===== config.mk =====
export PLATFORM = sky130hd
export DESIGN_NAME = gnr_node_p_flat
export DESIGN_NICKNAME = d
export VERILOG_FILES = /design/src/rtl/gnr_pkg.sv /design/src/rtl/gnr_node_p_if.sv /design/src/rtl/gnr_sat_cnt.sv /design/src/rtl/gnr_node_p.sv /design/src/flat_wrapper.sv
export SDC_FILE = /design/constraint.sdc
export NUM_CORES = 1
export LEC_CHECK = 0
export CORE_MARGIN = 1
export CORE_UTILIZATION = 45
export DETAILED_ROUTE_END_ITERATION = 12
export GPL_TIMING_DRIVEN = 0
export HOLD_SLACK_MARGIN = 0.12
export PLACE_DENSITY_LB_ADDON = 0.2
export SLEW_MARGIN = 40
export SYNTH_ARGS = -nofsm -noshare
export SYNTH_HDL_FRONTEND = slang
export SYNTH_SLANG_ARGS = --single-unit

===== constraint.sdc =====
create_clock -name clk -period 4.52 [get_ports clk]
set_input_delay 0.452 -clock clk [delete_from_list [all_inputs] [get_ports clk]]
set_output_delay 0.452 -clock clk [all_outputs]
set_load 0.05 [all_outputs]

===== src/rtl/gnr_pkg.sv =====
// Shared definitions for the gnr node: FSM encoding and transition-counter sizing.
package gnr_pkg;

    typedef enum logic [1:0] {
        ST_IDLE   = 2'd0,
        ST_RUN    = 2'd1,
        ST_STABLE = 2'd2
    } state_t;

    localparam int          TRANS_W   = 16;
    localparam logic [15:0] TRANS_MAX = 16'hFFFF;

endpackage


===== src/rtl/gnr_node_p_if.sv =====
// Node port bundle. Strobes are single-cycle level samples on the rising clk edge;
// there is no back-pressure, so every qualified strobe is consumed in the cycle it is seen.
interface gnr_node_p_if
    import gnr_pkg::*;
#(
    parameter int W = 1
);
    logic               start;
    logic               reset_nos;
    logic               start_s0;
    logic               start_s1;
    logic [W-1:0]       init_state;
    logic [W-1:0]       next_s0;
    logic [W-1:0]       next_s1;
    logic [W-1:0]       s0;
    logic [W-1:0]       s1;
    logic [W-1:0]       out_s0;
    logic [W-1:0]       out_s1;
    logic               changed;
    logic               stable;
    logic [TRANS_W-1:0] trans_cnt;

    modport master (
        output start, reset_nos, start_s0, start_s1, init_state, next_s0, next_s1,
        input  s0, s1, out_s0, out_s1, changed, stable, trans_cnt
    );

    modport slave (
        input  start, reset_nos, start_s0, start_s1, init_state, next_s0, next_s1,
        output s0, s1, out_s0, out_s1, changed, stable, trans_cnt
    );
endinterface


===== src/rtl/gnr_sat_cnt.sv =====
// Up-counter that sticks at MAX; synchronous clear wins over increment.
module gnr_sat_cnt #(
    parameter int          WIDTH = 8,
    parameter int unsigned MAX   = 255
) (
    input  logic             clk,
    input  logic             rst,
    input  logic             clr,
    input  logic             inc,
    output logic [WIDTH-1:0] cnt
);
    localparam logic [WIDTH-1:0] MAX_V = WIDTH'(MAX);

    logic [WIDTH-1:0] cnt_q;

    always_ff @(posedge clk or negedge rst) begin
        if (!rst) begin
            cnt_q <= '0;
        end else if (clr) begin
            cnt_q <= '0;
        end else if (inc && (cnt_q != MAX_V)) begin
            cnt_q <= cnt_q + 1'b1;
        end
    end

    assign cnt = cnt_q;
endmodule


===== src/rtl/gnr_node_p.sv =====
// Two-phase network node: divided s0 update, direct s1 update, change tracking and
// a steady-state detector built on consecutive unchanged s1 updates.
module gnr_node_p
    import gnr_pkg::*;
#(
    parameter int W          = 1,
    parameter int DIV        = 2,
    parameter int STABLE_LIM = 4
) (
    input  logic         clk,
    input  logic         rst,
    gnr_node_p_if.slave  bus,
    output state_t       state_dbg,
    output logic [7:0]   div_cnt_dbg,
    output logic [7:0]   stable_cnt_dbg
);
    localparam int DW = (DIV > 1) ? $clog2(DIV) : 1;
    localparam int SW = $clog2(STABLE_LIM + 1);
    localparam logic [DW-1:0] DIV_MAX = DW'(DIV - 1);
    localparam logic [SW-1:0] SLIM    = SW'(STABLE_LIM);

    state_t             state_q, state_d;
    logic [W-1:0]       s0_q, s1_q;
    logic [DW-1:0]      div_cnt_q;
    logic               changed_q;
    logic [SW-1:0]      stable_cnt;
    logic [TRANS_W-1:0] trans_cnt;
    logic               q0, q1, s0_load, ch0, ch1, vchg;

    // Strobes are only honoured while enabled, out of IDLE, and not overridden by a reload.
    assign q0      = bus.start && bus.start_s0 && (state_q != ST_IDLE) && !bus.reset_nos;
    assign q1      = bus.start && bus.start_s1 && (state_q != ST_IDLE) && !bus.reset_nos;
    assign s0_load = q0 && (div_cnt_q == DIV_MAX);
    assign ch0     = s0_load && (bus.next_s0 != s0_q);
    assign ch1     = q1 && (bus.next_s1 != s1_q);
    assign vchg    = ch0 || ch1;

    always_ff @(posedge clk or negedge rst) begin
        if (!rst) begin
            state_q <= ST_IDLE;
        end else begin
            state_q <= state_d;
        end
    end

    always_comb begin
        state_d = state_q;
        case (state_q)
            ST_IDLE:   if (bus.reset_nos) state_d = ST_RUN;
            ST_RUN:    if (bus.reset_nos) state_d = ST_RUN;
                       else if (!vchg && (stable_cnt == SLIM)) state_d = ST_STABLE;
            ST_STABLE: if (bus.reset_nos || vchg) state_d = ST_RUN;
            default:   state_d = ST_IDLE;
        endcase
    end

    always_ff @(posedge clk or negedge rst) begin
        if (!rst) begin
            s0_q      <= '0;
            s1_q      <= '0;
            div_cnt_q <= '0;
            changed_q <= 1'b0;
        end else if (bus.reset_nos) begin
            s0_q      <= bus.init_state;
            s1_q      <= bus.init_state;
            div_cnt_q <= DIV_MAX;
            changed_q <= 1'b0;
        end else begin
            if (q0) begin
                if (s0_load) begin
                    s0_q      <= bus.next_s0;
                    div_cnt_q <= '0;
                end else begin
                    div_cnt_q <= div_cnt_q + 1'b1;
                end
            end
            if (q1) s1_q <= bus.next_s1;
            changed_q <= vchg;
        end
    end

    gnr_sat_cnt #(.WIDTH(TRANS_W), .MAX(TRANS_MAX)) u_trans_cnt (
        .clk (clk),
        .rst (rst),
        .clr (bus.reset_nos),
        .inc (vchg),
        .cnt (trans_cnt)
    );

    // Any change, including an s0 change without start_s1, restarts the steady-state run.
    gnr_sat_cnt #(.WIDTH(SW), .MAX(STABLE_LIM)) u_stable_cnt (
        .clk (clk),
        .rst (rst),
        .clr (bus.reset_nos || vchg),
        .inc (q1),
        .cnt (stable_cnt)
    );

    assign bus.s0        = s0_q;
    assign bus.s1        = s1_q;
    assign bus.out_s0    = s0_q;
    assign bus.out_s1    = s1_q;
    assign bus.changed   = changed_q;
    assign bus.stable    = (state_q == ST_STABLE);
    assign bus.trans_cnt = trans_cnt;

    assign state_dbg      = state_q;
    assign div_cnt_dbg    = 8'(div_cnt_q);
    assign stable_cnt_dbg = 8'(stable_cnt);
endmodule


===== src/flat_wrapper.sv =====
// flat-port wrapper written by rule: the top's interface ports become plain ports
module gnr_node_p_flat import gnr_pkg::*;
#(
    parameter int W          = 1,
    parameter int DIV        = 2,
    parameter int STABLE_LIM = 4
)
  (clk, rst, state_dbg, div_cnt_dbg, stable_cnt_dbg, bus_start, bus_reset_nos, bus_start_s0, bus_start_s1, bus_init_state, bus_next_s0, bus_next_s1, bus_s0, bus_s1, bus_out_s0, bus_out_s1, bus_changed, bus_stable, bus_trans_cnt);
  gnr_node_p_if #(.W(W)) bus_i ();
  input  logic clk;
  input  logic rst;
  output state_t state_dbg;
  output logic [7:0] div_cnt_dbg;
  output logic [7:0] stable_cnt_dbg;
  input wire logic [$bits(bus_i.start)-1:0] bus_start;
  input wire logic [$bits(bus_i.reset_nos)-1:0] bus_reset_nos;
  input wire logic [$bits(bus_i.start_s0)-1:0] bus_start_s0;
  input wire logic [$bits(bus_i.start_s1)-1:0] bus_start_s1;
  input wire logic [$bits(bus_i.init_state)-1:0] bus_init_state;
  input wire logic [$bits(bus_i.next_s0)-1:0] bus_next_s0;
  input wire logic [$bits(bus_i.next_s1)-1:0] bus_next_s1;
  output wire logic [$bits(bus_i.s0)-1:0] bus_s0;
  output wire logic [$bits(bus_i.s1)-1:0] bus_s1;
  output wire logic [$bits(bus_i.out_s0)-1:0] bus_out_s0;
  output wire logic [$bits(bus_i.out_s1)-1:0] bus_out_s1;
  output wire logic [$bits(bus_i.changed)-1:0] bus_changed;
  output wire logic [$bits(bus_i.stable)-1:0] bus_stable;
  output wire logic [$bits(bus_i.trans_cnt)-1:0] bus_trans_cnt;
  assign bus_i.start = bus_start;
  assign bus_i.reset_nos = bus_reset_nos;
  assign bus_i.start_s0 = bus_start_s0;
  assign bus_i.start_s1 = bus_start_s1;
  assign bus_i.init_state = bus_init_state;
  assign bus_i.next_s0 = bus_next_s0;
  assign bus_i.next_s1 = bus_next_s1;
  assign bus_s0 = bus_i.s0;
  assign bus_s1 = bus_i.s1;
  assign bus_out_s0 = bus_i.out_s0;
  assign bus_out_s1 = bus_i.out_s1;
  assign bus_changed = bus_i.changed;
  assign bus_stable = bus_i.stable;
  assign bus_trans_cnt = bus_i.trans_cnt;
  gnr_node_p #(.W(W), .DIV(DIV), .STABLE_LIM(STABLE_LIM)) u_core (.clk(clk), .rst(rst), .bus(bus_i), .state_dbg(state_dbg), .div_cnt_dbg(div_cnt_dbg), .stable_cnt_dbg(stable_cnt_dbg));
endmodule

==> results of run 1 <==
-- area by class of cell --
cell class,instances,share of cell area [%]
buffer,19,6.734
clock buffer,4,1.334
inverter,8,1.525
multi-input combinational,111,37.80
sequential,25,31.77
tap,44,2.795
timing repair buffer,36,18.04
-- power breakdown --
| part | total, mW | internal (mW) | switching, mW |
|---|---|---|---|
| sequential | 0.233 | 0.228 | 0.00508 |
| combinational | 0.115 | 0.0388 | 0.0761 |
| clock | 0.103 | 0.0346 | 0.0680 |
-- metal layers --
metal | GRT usage, % | vias to the layer above | share of wire (%) | wire, µm
met4 | 7.973 | 0 | 1.3 | 43
met1 | 25.59 | 606 | 44 | 1473
met5 | 0 | - | 0 | 0
met2 | 38.84 | 33 | 51 | 1701
met3 | 3.275 | 5 | 3.8 | 128
li1 | - | 638 | - | -
-- through the flow --
step,cell area (µm²),power [mW],setup WS (ns)
floorplan,1533,0.3204,2.321
CTS,1969,0.4511,2.161
detailed placement,1943,0.3533,2.063
global placement,1948,0.3506,2.143
finish,1969,0.4510,2.153
global route,1969,0.4701,2.064
-- layout by cell type (no fill, tap or decap), drive strengths merged, types with 2 or more instances in the layout --
cell type and count:
a21oi 12, a311oi 2, a41o 2, and3 2, buf 18, clkbuf 6
clkdlybuf4s50 35, conb 12, dfrtp 25, ha 3, inv 7, mux2 2
mux2i 4, nand2 5, nand3 6, nand4 5, nand4b 2, nor2 9
nor2b 3, nor3 4, o211ai 3, o21ai 6, o22ai 2, o31ai 2
or3 7, or4 2, xnor2 3, xor2 3
-- worst max-delay path: stages, from the launching register on --
cell	delay, ns
sky130_fd_sc_hd__dfrtp_1	0.52
sky130_fd_sc_hd__nor2b_1	0.23
sky130_fd_sc_hd__clkdlybuf4s50_1	0.84
-- cell families (layout without fill, tap and decap cells) --
kind of cell             count (synthesis)  count (layout)  synth area share (%)
AO/OA/AOI/OAI                           35              35                 16.36
XOR/XNOR                                 6               6                 3.524
adder cells (fa/ha/maj)                  3               3                 2.517
buffers and inverters                   27              67                 10.91
flip-flops                              25              25                 41.95
multiplexers                             6               6                 4.195
other                                    1              12                0.2514
AND/OR/NAND/NOR                         49              49                 20.30
-- flip-flops by register name (all words and copies together) (netlist names) --
name,count
u_core.state_dbg,2
u_core.u_stable_cnt.cnt,3
u_core.bus.out_s1,1
u_core.bus.out_s0,1
u_core.bus.changed,1
u_core.u_trans_cnt.cnt,16
u_core.div_cnt_q,1
-- worst max path at each step --
stage | from | to | slack, ns | depth (start not counted)
after CTS | u_core.state_dbg[1]$_DFFE_PN0P_ | bus_stable | 2.16 | 2
after floorplan | u_core.u_trans_cnt.cnt[0]$_DFFE_PN0P_ | u_core.u_trans_cnt.cnt[13]$_DFFE_PN0P_ | 2.32 | 6
after detailed placement | bus_start | u_core.u_trans_cnt.cnt[13]$_DFFE_PN0P_ | 2.06 | 6
after global placement | bus_start | u_core.u_trans_cnt.cnt[13]$_DFFE_PN0P_ | 2.14 | 6
after global routing | u_core.state_dbg[1]$_DFFE_PN0P_ | bus_stable | 2.06 | 2
final | u_core.state_dbg[1]$_DFFE_PN0P_ | bus_stable | 2.15 | 2
==> key figures, run 1 <==
GRT
  – Antenna violations before repair: 0
  – Aggregate global-route resource usage: a little over a fifth
  – Final global-route overflow total: 0
  – Global-route wire length before repair: between 5000 and 6000 µm
  – Pin count of the biggest net entering global routing: 26
  – Number of global-route vias before repair: 1239

Power and ir drop
  – Worst vdd ir: 128.1 µV
  – Power density over the cells: between 200 and 250 nW/µm²
  – LEAKAGE: 0.8264 nW

Setup path
  – CP Class: flop to primary output
  – Setup slack on the worst flop-to-flop path: 2.52 ns
  – Reg-to-reg endpoint: u_core.u_trans_cnt.cnt[13]$_DFFE_PN0P_
  – Biggest fanout along the worst timing path: 9
  – Worst reg2reg startpoint: u_core.state_dbg[1]$_DFFE_PN0P_
  – Worst path required time: 4.07 ns
  – WP data arrival: 1.92 ns
  – Worst Setup Start Kind: flop
  – Register-to-Register Path Depth: 5
  – Kind of end point of the critical path: primary output

Floorplanning
  – Total I/O pin count: 49
  – Area inside the core boundary: 3103 µm²
  – # rows: 20
  – Die area: 3549 µm²
  – Initial Utilization: 48.06%
  – DIE WIDTH: between 50 and 60 µm
  – Die H: approximately 60 µm

Timing
  – Worst Tran Pin Value: 0.5612 ns
  – Worst-case clock skew: 0.007560 ns
  – Final period demand of the worst path: 2.367 ns
  – Number of setup violations in the final report: 0
  – Final critical-path share of the clock period: between 50 and 60%
  – Slew Limit Headroom: 62.58%
  – Final sum of negative setup slack: 0 ns
  – Worst hold slack: 0.09061 ns
  – Final count of pins violating max slew: 0
  – Setup repair after global routing missed its margin: no
  – Final Hold Viols: 0
  – Maximum operating frequency: between 0.4 and 0.5 GHz

Synth
  – Most used flip-flop cell after synthesis: sky130_fd_sc_hd__dfrtp_1
  – Most frequent cell after synthesis: sky130_fd_sc_hd__dfrtp_1
  – Synthesized flop and latch total: 25
  – Mapped Area: 1491 µm²
  – Synthesis Warnings: 0
  – Fraction of synthesis flops using an asynchronous set or reset pin: 100.0%
  – Count of flip-flops with a built-in enable after synthesis: 0
  – Cell type contributing the most total cell area after synthesis: sky130_fd_sc_hd__dfrtp_1
  – Commonest cells in the netlist: 25 x sky130_fd_sc_hd__dfrtp_1, 16 x sky130_fd_sc_hd__buf_4, 12 x sky130_fd_sc_hd__a21oi_1, 9 x sky130_fd_sc_hd__nor2_1
  – Seq/Total Area, Yosys: 41.95%
  – Leading post-synthesis cells by cell area: sky130_fd_sc_hd__dfrtp_1 42%, sky130_fd_sc_hd__buf_4 8.1%, sky130_fd_sc_hd__a21oi_1 4.0%
  – Mean post-synth cell area: 9.812 µm²
  – Post-synthesis cell count: roughly 150
  – Fraction of post-synthesis cell area in the top cell type by area: 41.95%
  – Number of distinct library cells after synthesis: 46

CTS
  – Resized Gates After CTS: 0
  – Clock insertion delay at the later pin of the skew report: between 0.3 and 0.4 ns
  – CTS Buf Count: 3
  – Clk Tree Root Cell: sky130_fd_sc_hd__clkbuf_4
  – CTS clock-pin slew for the worst setup and hold paths: 0.14 ns
  – Hold-fix buffers, CTS: 0
  – Longest Clk Path Bufs: 2
  – Total clock sinks: 25
  – Setup repair bufs after CTS: 0
  – CTS H-tree depth: 1
  – TritonCTS clock tree: done

Routing
  – Detailed-route vias per instance: 5.190
  – Number of detailed-route iterations in the first pass: 4
  – Remaining design rule violation count: 0
  – Detailed router's first-iteration violation count: 47
  – Number of routed nets with antenna violations: 0
  – Routed wire per std cell: ~14 µm
  – Final routed wirelength across all metal layers: 3347 µm
  – Number of vias in the routed layout: 1282

Cells and area
  – Filler Cell Count: 296
  – Final net count: about 220
  – Utilization of the core after routing: 63.47%
  – Fraction of final layout cells with drive strength greater than 1: 14.29%
  – Area growth from synthesis to layout: 32.05%
  – Filler-free cell count of the finished design: 247
  – Footprint of the flip-flops and latches: 625.6 µm²
  – Antenna fix cells: 0
  – Multi-input logic area: 744.5 µm²

Worst hold path
  – Hold crit path type: primary input to asynchronous set/reset pin

Placement
  – Final Wtd Congestion: 0.7991
  – DP Wirelength: about 2500 µm
  – Count of buffers inserted at the top-level ports: 36
  – Placed cells: ~240

Status
  – Outcome: finished clean

Flow run
  – Maximum Capacitance Violations: 0
Note: power is estimated with default switching activity, not from simulation.
==> run 2: changes to the inputs <==
CORE_UTILIZATION = 41   (was 45)
clock period = 1.9 ns   (was 4.52 ns; I/O delays follow)
==> run 2 against run 1 <==
Cell count grew 4.5%; via count up 5.6%; critical path depth shrank 1; total power grew 140%; die area increased by 9.4%; routed wire length up 5.8%; largest cell class unchanged; utilization is 1.4 points lower; global-route usage is 2.8 points lower; register-to-register slack got worse by 2.4 ns; critical path type unchanged; hold slack better by 0.27 ns.
==> key figures, run 2 (synthesized netlist as in run 1, its figures left out) <==
Floorplanning
  – Die area: 3883 µm² (+9.4%)
  – Area inside the core boundary: 3416 µm² (+10%)
  – DIE WIDTH: 62.31 µm (+4.6%)
  – Total I/O pin count: 49 (unchanged)
  – Initial Utilization: 43.66% (-4.4 points)
  – Die H: 62.31 µm (+4.6%)
  – # rows: 21 (+5.0%)

CTS
  – CTS H-tree depth: 1 (unchanged)
  – CTS Buf Count: 3 (unchanged)
  – Longest Clk Path Bufs: 2 (unchanged)
  – Clk Tree Root Cell: sky130_fd_sc_hd__clkbuf_4
  – Clock insertion delay at the later pin of the skew report: 0.33 ns (about the same)
  – Total clock sinks: 25 (unchanged)
  – TritonCTS clock tree: done
  – CTS clock-pin slew for the worst setup and hold paths: 0.15 ns (about the same)

Timing
  – Maximum operating frequency: between 0.5 and 0.6 GHz
  – Final Hold Viols: 0 (unchanged)
  – Final setup slack of the worst path: 0.04646 ns (-2.106 ns)
  – Final period demand of the worst path: about 1.9 ns
  – Final count of pins violating max slew: 0 (unchanged)
  – Setup repair after global routing missed its margin: yes
  – Worst-case clock skew: 0.01044 ns (+0.002877 ns)
  – Number of setup violations in the final report: 0 (unchanged)
  – Worst Tran Pin Value: 0.5690 ns (+0.007731 ns)
  – Final critical-path share of the clock period: a little over nine tenths
  – Slew Limit Headroom: 62.07% (-0.52 points)

GRT
  – Antenna violations before repair: 0 (unchanged)
  – Global-route wire length before repair: 5809 µm (+2.4%)
  – Pin count of the biggest net entering global routing: 26 (unchanged)
  – Aggregate global-route resource usage: 18.69% (-2.8 points)
  – Number of global-route vias before repair: 1223 (-1.3%)
  – Final global-route overflow total: 0 (unchanged)

Cells and area
  – Most common cell after layout, fill and taps aside: sky130_fd_sc_hd__clkdlybuf4s50_1
  – Final net count: 225 (+4.2%)
  – Top library cells by usage in the layout, fill and taps aside: 32 x sky130_fd_sc_hd__clkdlybuf4s50_1, 24 x sky130_fd_sc_hd__buf_4, 18 x sky130_fd_sc_hd__dfrtp_2
  – Filler-free cell count of the finished design: 258 (+4.5%)
  – Antenna fix cells: 0 (unchanged)
  – Fraction of final layout cells with drive strength greater than 1: 29.25% (+15 points)
  – Max FFs per register: 16 (unchanged)
  – Area growth from synthesis to layout: 42.20%

Routing
  – Number of vias in the routed layout: 1354 (+5.6%)
  – Detailed router's first-iteration violation count: 51 (+8.5%)
  – Number of routed nets with antenna violations: 0 (unchanged)
  – Detailed-route vias per instance: 5.248 (+1.1%)
  – Final routed wirelength across all metal layers: 3542 µm (+5.8%)
  – Routed wire per std cell: 13.73 µm (+1.3%)
  – Number of detailed-route iterations in the first pass: 4 (unchanged)
  – Remaining design rule violation count: 0 (unchanged)

Setup path
  – Top delay family on crit path: buffers and inverters
  – CP Class: flop to primary output
  – Buf/Inv on CP: 1 (unchanged)
  – Biggest fanout along the worst timing path: 7 (-2)
  – Worst Setup Start Kind: flop
  – Highest-delay cell along the critical path: sky130_fd_sc_hd__clkdlybuf4s50_1
  – WP data arrival: 1.66 ns (-0.26 ns)
  – Worst path required time: 1.71 ns (-2.36 ns)
  – Crit-path cells: clkdlybuf4s50_1
  – Kind of end point of the critical path: primary output
  – Peak per-stage delay on the critical path: 0.84 ns (about the same)

Power and ir drop
  – Worst vdd ir: 241.7 µV (+89%)
  – Power density over the cells: 517.6 nW/µm² (+130%)
  – LEAKAGE: 0.8519 nW (+3.1%)

Placement
  – Placed cells: 245 (+0.82%)
  – DP Wirelength: 2500 µm (-1.6%)
  – Count of buffers inserted at the top-level ports: 36 (unchanged)
  – Final Wtd Congestion: 0.7342 (-8.1%)
  – Worst slack after detailed placement: -0.2394 ns (-2.302 ns)

Worst hold path
  – Hold crit path type: primary input to asynchronous set/reset pin

Flow run
  – Maximum Capacitance Violations: 0 (unchanged)

Status
  – Outcome: finished clean
run 2: layout make-up:
class | count | area, µm²
Clock inverter | 1 | 7.507
Multi-Input combinational cell | 111 | 797.0
Inverter | 8 | 30.03
Clock buffer | 3 | 22.52
Buffer | 19 | 132.6
Tap cell | 46 | 57.56
Fill cell | 306 | 1295
Sequential cell | 25 | 648.1
Timing Repair Buffer | 45 | 425.4
run 2: layer usage:
layer | vias up | track usage [%] | part of all wire, %
li1 | 654 | - | -
met1 | 649 | 24.38 | 44
met2 | 47 | 32.01 | 50
met3 | 4 | 2.390 | 5.2
met4 | 0 | 6.105 | 0.79
met5 | - | 0 | 0
run 2: where the power goes:
| part | switching [mW] | internal, mW | total [mW] | leakage (nW) |
|---|---|---|---|---|
| Clock | 0.174 | 0.0807 | 0.255 | 0.0139 |
| Combinational | 0.185 | 0.101 | 0.286 | 0.533 |
| Sequential | 0.0136 | 0.544 | 0.557 | 0.305 |
| Total | 0.372 | 0.725 | 1.10 | 0.852 |
run 2: per-stage QoR:
step	hold slack (ns)	instance area, µm²	setup TNS, ns	total power, mW	util [%]
final	0.3650	2121	0	1.098	62.09
after global routing	0.4012	2121	-0.006038	1.149	62.09
after CTS	0.3954	2034	-0.0002565	1.098	59.56
after detailed placement	0.2204	1987	-2.090	0.8421	58.17
after global placement	0.5143	1992	-1.604	0.8384	58.32
after floorplan	-0.1056	1574	-0.01437	0.7649	-
run 2: worst paths after layout:
path | from | to | slack, ns | cells past startpoint
max | u_core.state_dbg[0]$_DFFE_PN0P_ | state_dbg[0] | 0.05 | 1
min | rst | u_core.div_cnt_q$_DFFE_PN0P_ | 0.37 | 2
max reg2reg | u_core.u_trans_cnt.cnt[7]$_DFFE_PN0P_ | u_core.u_trans_cnt.cnt[13]$_DFFE_PN0P_ | 0.08 | 5
min reg2reg | u_core.u_trans_cnt.cnt[2]$_DFFE_PN0P_ | u_core.u_trans_cnt.cnt[2]$_DFFE_PN0P_ | 0.56 | 1
max in group asynchronous | rst | u_core.u_trans_cnt.cnt[10]$_DFFE_PN0P_ | 1.11 | 2
min in group clk | bus_init_state | u_core.bus.out_s1$_DFFE_PN0P_ | 0.47 | 3
run 2: repair_timing:
item                                   in CTS  in global routing
setup endpoints to repair                   3                 11
hold buffers                                1                  0
gates cloned                                0                  0
endpoints found under the hold margin      25                  0
resized for setup                           2                  8
pin swaps                                   0                  3
buffers inserted                            0                  8
==> run 3: changes to the inputs <==
CORE_MARGIN = 4   (was 1)
==> run 3 against run 2 <==
Worst setup slack improved by 0.0066 ns; critical path type unchanged; hold slack improved by 0.017 ns; combinational power fell by 2%; register-to-register slack barely moved; routed wire length fell by 1.8%; count of clock-buffer cells in the layout did not move; die area rose by 20%; largest power group unchanged; via count fell by 2.4%.
==> key figures, run 3 (synthesized netlist as in run 1, its figures left out) <==
Cells and area
  – Antenna fix cells: 0 (unchanged)
  – Max FFs per register: 16 (unchanged)
  – Filler-free cell count of the finished design: 253 (-1.9%)
  – Top library cells by usage in the layout, fill and taps aside: 32 x sky130_fd_sc_hd__clkdlybuf4s50_1, 20 x sky130_fd_sc_hd__buf_4, 18 x sky130_fd_sc_hd__dfrtp_2
  – Fraction of final layout cells with drive strength greater than 1: 29.95% (+0.71 points)
  – Most common cell after layout, fill and taps aside: sky130_fd_sc_hd__clkdlybuf4s50_1
  – Area growth from synthesis to layout: 40.60%
  – Final net count: 220 (-2.2%)

Routing
  – Routed wire per std cell: 13.75 µm (+0.16%)
  – Number of vias in the routed layout: 1322 (-2.4%)
  – Remaining design rule violation count: 0 (unchanged)
  – Detailed router's first-iteration violation count: 50 (-2.0%)
  – Detailed-route vias per instance: 5.225 (-0.43%)
  – Final routed wirelength across all metal layers: 3479 µm (-1.8%)
  – Number of routed nets with antenna violations: 0 (unchanged)
  – Number of detailed-route iterations in the first pass: 4 (unchanged)

Setup path
  – WP data arrival: 1.66 ns (about the same)
  – Worst Setup Start Kind: flop
  – Buf/Inv on CP: 1 (unchanged)
  – CP Class: flop to primary output
  – Biggest fanout along the worst timing path: 7 (unchanged)
  – Peak per-stage delay on the critical path: 0.84 ns (about the same)
  – Highest-delay cell along the critical path: sky130_fd_sc_hd__clkdlybuf4s50_1
  – Top delay family on crit path: buffers and inverters
  – Kind of end point of the critical path: primary output
  – Crit-path cells: clkdlybuf4s50_1
  – Worst path required time: 1.71 ns (about the same)

Power and ir drop
  – Worst vdd ir: 262.1 µV (+8.4%)
  – LEAKAGE: 0.8317 nW (-2.4%)
  – Power density over the cells: 513.3 nW/µm² (-0.82%)

Status
  – Outcome: finished clean

Timing
  – Final count of pins violating max slew: 0 (unchanged)
  – Setup repair after global routing missed its margin: yes
  – Slew Limit Headroom: 61.92% (-0.14 points)
  – Number of setup violations in the final report: 0 (unchanged)
  – Worst Tran Pin Value: 0.5677 ns (-0.001255 ns)
  – Final critical-path share of the clock period: 97.21% (-0.35 points)
  – Worst hold slack: 0.3816 ns (+0.01657 ns)
  – Final Hold Viols: 0 (unchanged)
  – Maximum operating frequency: 0.5414 GHz (+0.36%)
  – Worst-case clock skew: 0.003150 ns (-0.007287 ns)
  – Final period demand of the worst path: 1.847 ns (-0.006641 ns)
  – Final setup slack of the worst path: 0.05310 ns (+0.006641 ns)

GRT
  – Global-route wire length before repair: 5727 µm (-1.4%)
  – Antenna violations before repair: 0 (unchanged)
  – Aggregate global-route resource usage: 15.66% (-3.0 points)
  – Pin count of the biggest net entering global routing: 26 (unchanged)
  – Final global-route overflow total: 0 (unchanged)
  – Number of global-route vias before repair: 1262 (+3.2%)

Worst hold path
  – Hold crit path type: primary input to asynchronous set/reset pin

CTS
  – TritonCTS clock tree: done
  – Clk Tree Root Cell: sky130_fd_sc_hd__clkbuf_4
  – CTS clock-pin slew for the worst setup and hold paths: 0.14 ns (about the same)
  – CTS H-tree depth: 1 (unchanged)
  – Longest Clk Path Bufs: 2 (unchanged)
  – Total clock sinks: 25 (unchanged)
  – CTS Buf Count: 3 (unchanged)
  – Clock insertion delay at the later pin of the skew report: 0.32 ns (about the same)

Placement
  – Placed cells: 245 (unchanged)
  – Count of buffers inserted at the top-level ports: 36 (unchanged)
  – Worst slack after detailed placement: -0.2782 ns (-0.03887 ns)
  – Final Wtd Congestion: 0.7846 (+6.9%)
  – DP Wirelength: 2514 µm (+0.56%)

Floorplanning
  – DIE WIDTH: 68.31 µm (+9.6%)
  – Total I/O pin count: 49 (unchanged)
  – Die H: 68.31 µm (+9.6%)
  – Area inside the core boundary: 3416 µm² (unchanged)
  – Initial Utilization: 43.66% (unchanged)
  – # rows: 21 (unchanged)
  – Die area: 4666 µm² (+20%)

Flow run
  – Maximum Capacitance Violations: 0 (unchanged)
## run 3: cell types whose count changed in the layout (fill, tap and decap cells not counted), sizes merged
cell          change
buf               -4
clkinvlp          -1
clkinv            +1
dlymetal6s2s      -1
## run 3: path summary, 6_finish.rpt
| path | slack (ns) | cells after the start | endpoint | from |
|---|---|---|---|---|
| min in group clk | 0.48 | 3 | u_core.bus.out_s0$_DFFE_PN0P_ | bus_init_state |
| worst min-delay path | 0.38 | 2 | u_core.bus.changed$_DFF_PN0_ | rst |
| worst max register to register | 0.07 | 6 | u_core.u_trans_cnt.cnt[9]$_DFFE_PN0P_ | u_core.state_dbg[0]$_DFFE_PN0P_ |
| worst min register to register | 0.56 | 1 | u_core.u_trans_cnt.cnt[2]$_DFFE_PN0P_ | u_core.u_trans_cnt.cnt[2]$_DFFE_PN0P_ |
| max in group asynchronous | 1.11 | 2 | u_core.u_trans_cnt.cnt[13]$_DFFE_PN0P_ | rst |
| worst max-delay path | 0.05 | 1 | state_dbg[1] | u_core.state_dbg[1]$_DFFE_PN0P_ |
## run 3: what timing repair did
action | CTS | global route
hold endpoints to repair | 25 | 0
setup buffers | 0 | 4
pin swaps | 1 | 5
resized for setup | 2 | 13
hold buffers | 1 | 0
endpoints found under the setup margin | 2 | 7
## run 3: layer usage
layer / vias to the layer above / wire length, µm / track usage (%)
li1: 646 / - / -
met1: 629 / 1532 / 20.88
met2: 45 / 1713 / 26.84
met3: 2 / 218 / 2.463
met4: 0 / 15 / 2.978
met5: - / 0 / 0
## run 3: report_power, final
group	internal [mW]	switching [mW]	total, mW
clock network	0.0788	0.160	0.239
registers	0.544	0.0142	0.558
logic	0.0971	0.183	0.280
## run 3: cell type report
type,instances,area [µm²]
plain buffers,18,125.1
clock buffers,3,22.52
clock inverters,1,5.005
fillers,309,1319
inverters,8,30.03
multi-input cells,111,818.3
flip-flops and latches,25,648.1
well taps,46,57.56
repair buffers,41,390.4
## run 3: per-stage QoR
| step | setup TNS (ns) | utilization (%) | cell area [µm²] | total power, mW |
|---|---|---|---|---|
| global placement | -1.605 | 58.32 | 1992 | 0.8390 |
| detailed placement | -1.845 | 58.17 | 1987 | 0.8418 |
| floorplan | -0.01437 | - | 1574 | 0.7649 |
| CTS | 0 | 59.41 | 2029 | 1.078 |
| finish | 0 | 61.39 | 2097 | 1.076 |
| global route | -0.09590 | 61.39 | 2097 | 1.122 |
